[src/rtl/scie_fir_multi.sv]
// Multi-channel FIR accelerator behind the Rocket SCIE custom-instruction port.
// Each channel has its own coefficient bank, sample delay line and result register.
// A PUSH launches a 2-stage MAC: products are registered, then summed and written back.
module scie_fir_multi #(
  parameter int unsigned XLEN     = 32,
  parameter int unsigned DATA_W   = 16,
  parameter int unsigned COEF_W   = 16,
  parameter int unsigned TAPS     = 5,
  parameter int unsigned CHANNELS = 2,
  parameter int unsigned FRAC_W   = 16
) (
  input  logic            clock,
  input  logic            reset,
  input  logic            io_valid,
  input  logic [31:0]     io_insn,
  input  logic [XLEN-1:0] io_rs1,
  input  logic [XLEN-1:0] io_rs2,
  output logic [XLEN-1:0] io_rd,
  output logic            io_rd_valid,
  output logic            io_busy
);

  localparam int unsigned PROD_W = DATA_W + COEF_W;
  localparam int unsigned ACC_W  = PROD_W + $clog2(TAPS);

  localparam logic [6:0] OpCoefWr = 7'h0B;
  localparam logic [6:0] OpPush   = 7'h2B;
  localparam logic [6:0] OpRead   = 7'h5B;
  localparam logic [6:0] OpClear  = 7'h7B;

  localparam logic [XLEN-1:0] SatMax = XLEN'({DATA_W{1'b1}});

  // Architectural state
  logic [COEF_W-1:0] r_coef   [CHANNELS][TAPS];
  logic [DATA_W-1:0] r_x      [CHANNELS][TAPS];
  logic [XLEN-1:0]   r_result [CHANNELS];

  // MAC pipeline state
  logic              r_s1_vld;
  logic [2:0]        r_s1_ch;
  logic [PROD_W-1:0] r_prod [TAPS];
  logic              r_s2_vld;

  logic [XLEN-1:0] r_rd;
  logic            r_rd_valid;

  // Decode
  logic [6:0]        w_op;
  logic [2:0]        w_ch;
  logic              w_sat;
  logic              w_ch_ok;
  logic              w_coef_wr;
  logic              w_push;
  logic              w_read;
  logic              w_clear;
  logic [DATA_W-1:0] w_x_sel    [TAPS];
  logic [DATA_W-1:0] w_x_new    [TAPS];
  logic [COEF_W-1:0] w_coef_sel [TAPS];
  logic [XLEN-1:0]   w_rd_sel;
  logic [XLEN-1:0]   w_rd_next;
  logic [ACC_W-1:0]  w_acc;
  logic [ACC_W-1:0]  w_shift;
  logic [XLEN-1:0]   w_res;
  logic              w_squash;
  logic              w_unused;

  assign w_op      = io_insn[6:0];
  assign w_ch      = io_insn[14:12];
  assign w_sat     = io_insn[25];
  assign w_ch_ok   = 32'(w_ch) < CHANNELS;
  assign w_coef_wr = io_valid && w_ch_ok && (w_op == OpCoefWr);
  assign w_push    = io_valid && w_ch_ok && (w_op == OpPush);
  assign w_clear   = io_valid && w_ch_ok && (w_op == OpClear);
  // Reads of a nonexistent channel still complete, returning 0
  assign w_read    = io_valid && (w_op == OpRead);
  assign w_unused  = ^{io_insn[31:26], io_insn[24:15], io_insn[11:7], io_rs1};

  // Select the addressed channel's delay line, coefficients and result
  always_comb begin
    for (int k = 0; k < TAPS; k++) begin
      w_x_sel[k]    = '0;
      w_coef_sel[k] = '0;
    end
    w_rd_sel = '0;
    for (int c = 0; c < CHANNELS; c++) begin
      if (w_ch == 3'(c)) begin
        for (int k = 0; k < TAPS; k++) begin
          w_x_sel[k]    = r_x[c][k];
          w_coef_sel[k] = r_coef[c][k];
        end
        w_rd_sel = r_result[c];
      end
    end
  end

  // Delay line as it looks after this PUSH; S1 multiplies against it
  always_comb begin
    w_x_new[0] = io_rs1[DATA_W-1:0];
    for (int k = 1; k < TAPS; k++) begin
      w_x_new[k] = w_x_sel[k-1];
    end
  end

  // S2 adder tree and fixed-point scaling
  always_comb begin
    w_acc = '0;
    for (int k = 0; k < TAPS; k++) begin
      w_acc = w_acc + ACC_W'(r_prod[k]);
    end
    w_shift = w_acc >> FRAC_W;
    w_res   = XLEN'(w_shift);
  end

  // A CLEAR to the channel being written back this cycle wins over the writeback
  assign w_squash  = w_clear && (w_ch == r_s1_ch);
  assign w_rd_next = (w_sat && (w_rd_sel > SatMax)) ? SatMax : w_rd_sel;

  // Coefficient banks; out-of-range tap indices simply match nothing
  always_ff @(posedge clock or negedge reset) begin
    if (!reset) begin
      for (int c = 0; c < CHANNELS; c++) begin
        for (int k = 0; k < TAPS; k++) r_coef[c][k] <= '0;
      end
    end else if (w_coef_wr) begin
      for (int c = 0; c < CHANNELS; c++) begin
        for (int k = 0; k < TAPS; k++) begin
          if (w_ch == 3'(c) && io_rs2 == XLEN'(k)) r_coef[c][k] <= io_rs1[COEF_W-1:0];
        end
      end
    end
  end

  // Delay lines: shift on PUSH, zero on CLEAR
  always_ff @(posedge clock or negedge reset) begin
    if (!reset) begin
      for (int c = 0; c < CHANNELS; c++) begin
        for (int k = 0; k < TAPS; k++) r_x[c][k] <= '0;
      end
    end else begin
      for (int c = 0; c < CHANNELS; c++) begin
        if (w_ch == 3'(c)) begin
          if (w_clear) begin
            for (int k = 0; k < TAPS; k++) r_x[c][k] <= '0;
          end else if (w_push) begin
            for (int k = 0; k < TAPS; k++) r_x[c][k] <= w_x_new[k];
          end
        end
      end
    end
  end

  // S1: register per-tap products and the launching channel
  always_ff @(posedge clock or negedge reset) begin
    if (!reset) begin
      r_s1_vld <= 1'b0;
      r_s1_ch  <= '0;
      for (int k = 0; k < TAPS; k++) r_prod[k] <= '0;
    end else begin
      r_s1_vld <= w_push;
      if (w_push) begin
        r_s1_ch <= w_ch;
        for (int k = 0; k < TAPS; k++) begin
          r_prod[k] <= PROD_W'(w_x_new[k]) * PROD_W'(w_coef_sel[k]);
        end
      end
    end
  end

  // S2: result writeback, overridden by CLEAR of the same channel
  always_ff @(posedge clock or negedge reset) begin
    if (!reset) begin
      r_s2_vld <= 1'b0;
      for (int c = 0; c < CHANNELS; c++) r_result[c] <= '0;
    end else begin
      r_s2_vld <= r_s1_vld && !w_squash;
      for (int c = 0; c < CHANNELS; c++) begin
        if (w_clear && w_ch == 3'(c)) begin
          r_result[c] <= '0;
        end else if (r_s1_vld && r_s1_ch == 3'(c)) begin
          r_result[c] <= w_res;
        end
      end
    end
  end

  // Read port: io_rd holds between READs, valid pulses once per READ
  always_ff @(posedge clock or negedge reset) begin
    if (!reset) begin
      r_rd       <= '0;
      r_rd_valid <= 1'b0;
    end else begin
      r_rd_valid <= w_read;
      if (w_read) r_rd <= w_rd_next;
    end
  end

  assign io_rd       = r_rd;
  assign io_rd_valid = r_rd_valid;
  assign io_busy     = r_s1_vld || r_s2_vld;

endmodule
[config.mk]
export PLATFORM = sky130hd
export DESIGN_NAME = scie_fir_multi
export DESIGN_NICKNAME = d
export VERILOG_FILES = /design/src/rtl/scie_fir_multi.sv
export SDC_FILE = /design/constraint.sdc
export NUM_CORES = 2
export LEC_CHECK = 0
export CAP_MARGIN = 20
export CORE_MARGIN = 2
export CORE_UTILIZATION = 35
export CTS_CLUSTER_DIAMETER = 200
export DETAILED_ROUTE_END_ITERATION = 8
export PLACE_DENSITY_LB_ADDON = 0.3
export SYNTH_ARGS = -nofsm -noshare
export SYNTH_HDL_FRONTEND = slang
export SYNTH_SLANG_ARGS = --single-unit
[constraint.sdc]
create_clock -name clock -period 6.7 [get_ports clock]
set_clock_uncertainty 0.2 [all_clocks]
set_input_delay 1.34 -clock clock [delete_from_list [all_inputs] [get_ports clock]]
set_output_delay 1.34 -clock clock [all_outputs]
set_load 0.02 [all_outputs]
After elaboration in Yosys (flattened, before gate mapping)
Cells that the tools add are included.

Order comparisons: 2. Reduce and logical (&&, ||, !) cells: 42. Muxes and demuxes: 13. Add/subtract/negate cells: 4. Shift operators: 0. Div/mod/pow operators: 0. Eq/ne operators: 11. Multipliers: 5. Bitwise operators: 0.

Operators with widths (count): $mux 80 (6); $mux 32 (7); $mul 16x16->32 (5); $eq 32x2->1 const B (2); $add 34x32->35 (1); $add 35x32->35 (1); $add 33x32->34 (1); $add 32x32->33 (1); $eq 32x1->1 const B (1); $eq 32x3->1 const B (1); $gt 32x16->1 const B (1); $logic_not 32->1 (1); $reduce_and 2->1 (12); $logic_and 1x1->1 (22); $eq 7x7->1 const B (2); $eq 7x4->1 const B (1); $eq 7x6->1 const B (1); $eq 3x1->1 const B (2); $logic_not 3->1 (2); $reduce_bool 2->1 (3); $eq 3x3->1 (1); $lt 3x2->1 const B (1); $logic_not 1->1 (1); $logic_or 1x1->1 (1).

Output and inout port bits: 34. Bits in registers: 582. Latch bits: 0. Memories: 0. Bits in read-only memories: 0. Memory bits (writable): 0.

Depth between registers and ports, before layout
Word-level depth: 6. Depth in mapped cells: 30.

Least setup slack after synthesis
Ideal clock, no wire load.

Kind: input to register. From: input port io_insn[12]. To: register r_prod[25] (netlist name). Arrival: 8.528 ns. Setup time: 0.133 ns. Stages: 27. Slack: -2.161 ns. Path buffers: 5. Required time: 6.367 ns. Path through: buf_2 nor3_1 clkbuf_1 buf_2 buf_1 a22o_1 clkbuf_1 nand2_1 fa_1 fa_1 fa_1 inv_1 fa_1 fa_1 inv_1 fa_1 inv_1 ha_1 a211o_2 or4_4 a21oi_2 nor3_2 o41ai_4 o21bai_1 a41oi_1 xor2_1 o21ai_0.

Word-level cells in the longest chain between the ends: 4.

RTL lines: start, declared (line 15) `input logic [31:0] io_insn,`; $logic_not 3->1 (line 86) `if (w_ch == 3'(c)) begin`; $mux 80 (2 in series) (line 86); $mul 16x16->32 (line 163) `r_prod[k] <= PROD_W'(w_x_new[k]) * PROD_W'(w_coef_sel[k]);`; end signal, assigned by index (line 163); end, declared (line 41) `logic [PROD_W-1:0] r_prod [TAPS];`.

Several ways; a longest one is shown, not always the timed one. A chain may end at the register's enable or synchronous reset.

Worst setup path in the final report
From: input port io_insn[12]. To: register r_prod[31] (netlist name).

The elaborated chain is that of the path after synthesis.

==> key figures <==
Route
  • Met3 wire length: 11.2 mm
  • Wire length on met2: about 100 mm
  • Routed wire length: 217 mm
  • 1st-iter DRT viols: 3642
  • TritonRoute pass-1 iters: 6
  • Top sig layer: met5
  • Vias per std cell: roughly 5.0
  • Wl on met1: 93.5 mm
  • WL/cell: between 20 and 25 um
  • Routed Antenna Nets: 0
  • Via total after detailed routing: approximately 54000
  • DR DRC count: 0

Die
  • Core area: 0.185 mm^2
  • Row cnt: 158
  • Die H: 435 um
  • I/O pins: 133
  • DIE AREA: 0.189 mm^2
  • Die Width: 435 um
  • Initial core utilization: 0.352

Clock network
  • CTS tree: built
  • Number of H-tree levels: 3
  • Worst-Skew Late Latency: 660 ps
  • Clock sinks: a little over 500
  • Clock Tree Buf Depth: 3
  • Reg clk slew, reported paths: 50 ps
  • CTS Buf Count: 66
  • Root Buffer: clkbuf_16

Power
  • Pwr Density: 87.0 mW/mm^2
  • P_leak: 42.3 nW
  • Tot Pwr: roughly 7.5 mW
  • Peak supply drop: 0.172 mV

Placement
  • Pre-CTS setup slack: -2540 ps
  • Detailed Place HPWL: 176 mm
  • Port bufs: 82
  • GP Congestion: 0.948
  • Placed Cells: 10307

STA
  • Final Hold Fails: 0
  • Max frequency: 129 MHz
  • Slew @ Worst Pin: 1230 ps
  • Final setup margin: -1050 ps
  • Endpoints failing setup: 105
  • Max-slew violations: 0
  • Final min period: 7750 ps
  • Fraction of the cycle the final worst path needs: 1.16
  • Unrepaired setup endpoints after global routing: true
  • Rel. slew slack: 0.182

Worst setup path
  • Crit path DAT: 8040 ps
  • Most used cell, CP: fa_1
  • Crit path required time: 6990 ps
  • Max Fanout on Critical Path: 11
  • Crit path launch type: input port
  • WS Path Type: input port to register
  • Worst path slowest cell: fa_1
  • Crit-path max cell delay: ~520 ps
  • R2R depth: 24
  • Worst setup EP type: register
  • Reg2reg setup slack: -10 ps

Synth
  • Post-synth EDFFs: 0
  • Synth unique cells: 85
  • Yosys warning total: 0
  • Top_reg_cell synth: dfrtp_1
  • Share of the synthesized area in the top cell type: 0.327
  • Mean area per synthesized cell: about 9.3 um^2
  • Synth top cells by count: nand2_1, inv_1, fa_1, ha_1, nor2_1
  • Sequential area share after synthesis: 0.196
  • Post-Syn Area: 0.0651 mm^2
  • Leading area contributor after synthesis: fa_1
  • Synth area leaders: fa_1, dfrtp_1, ha_1
  • Register bit count reported by yosys: about 510
  • Syn Inst Count: 6964
  • Most numerous cell in the Yosys netlist: nand2_1
  • Ys async rst share: 1.00

Layout
  • Fin cells: approximately 11000
  • Core Util, Final: 0.464
  • Area Overhead vs Synth: 31.8%
  • ANT cells: 0
  • Layout cells sized above 1: 0.276
  • Layout fillers: 17576
  • Multi-input gate area: 0.0501 mm^2
  • Final net count: between 9000 and 10000
  • Reg area: 0.0128 mm^2

Global route
  • Gr ovfl total: 0
  • Total track usage: 0.228
  • First-pass GRT wire length: roughly 330 mm
  • Initial antenna violation count: 10
  • Largest net degree at the start of global routing: 165
  • Vias in the first global route: between 50000 and 60000

Worst hold path
  • Hold Path Stages: 2
  • Hold WC Path Type: register to register

Status
  • Outcome: finished, violations left
  • Failing checks: setup timing

Job
  • Max-Cap Viols: 0
-- layer usage --
metal  vias up  global-route usage
li1      24346                   -
met1     27515               0.308
met2      1463               0.382
met3       368              0.0255
met4         2              0.0763
met5         -                   0
-- placed cells by master, fill, tap and decap left out, drive strengths merged, types with 63 or more instances in the layout --
master	instances
a21o	63
a21oi	137
a22o	174
a22oi	135
and2	93
buf	1319
clkbuf	90
clkdlybuf4s50	78
dfrtp	511
fa	1064
ha	553
inv	1149
mux2	163
nand2	1163
nor2	550
o21ai	331
xnor2	92
-- final timing paths --
kind | start | to
max | io_insn[12] | r_prod[31]
min | r_result[50] | r_result[50]
max reg2reg | r_coef[100] | r_prod[56]
min reg2reg | r_result[50] | r_result[50]
max in group asynchronous | reset | r_x[23]
min in group asynchronous | reset | r_x[57]
-- metrics by stage --
step           cell area [um^2]  hold slack (ps)  setup TNS [ps]
2_1_floorplan             66900              250          -67530
5_1_grt                   85800              317          -83160
6_report                  85800              285          -63560
4_1_cts                   83400              283          -59450
3_5_place_dp              78100              270         -231600
3_3_place_gp              78100              267         -224400
-- logic make-up after synthesis --
logic type | count (synthesis) | share of synthesized area
compound gates | 1024 | 0.106
flops | 511 | 0.196
mux | 164 | 0.0284
simple gates | 2019 | 0.128
fa+ha+maj | 1617 | 0.434
xor+xnor | 152 | 0.0205
buf+inv | 1476 | 0.0870
other cells | 1 | 0.0000576
-- final cells by class --
type | count | area share
multi-input cells | 4992 | 0.584
repair buffers | 1406 | 0.154
flip-flops and latches | 511 | 0.149
inverters | 1144 | 0.0501
well taps | 2480 | 0.0362
clock buffers | 83 | 0.0221
clock inverters | 32 | 0.00518
-- critical path: cells and delay by family --
family / cells / cell delay [ps]
fa+ha+maj: 7 / 2850
buf+inv: 13 / 1510
compound gates: 7 / 1340
simple gates: 4 / 820
xor+xnor: 1 / 140
-- power breakdown --
part / switching, mW / internal (mW) / total (mW)
registers: 0.0119 / 3.10 / 3.11
logic: 0.291 / 0.195 / 0.486
clock network: 1.51 / 2.36 / 3.86
-- flip-flops by register name, indices dropped and copies added, names as in the netlist --
name	count
r_coef	160
r_prod	160
r_x	128
r_result	38
io_rd	19
r_s1_ch	3
io_rd_valid	1
r_s1_vld	1
r_s2_vld	1
-- what timing repair did --
action | 4_1_cts | 5_1_grt
resized for setup | 393 | 415
pin swaps | 236 | 254
setup endpoints to repair | 118 | 111
endpoints found under the hold margin | 0 | 0
setup buffers | 126 | 92
cloned | 17 | 9
hold buffers | 0 | 0
(Power assumes the default switching activity.)
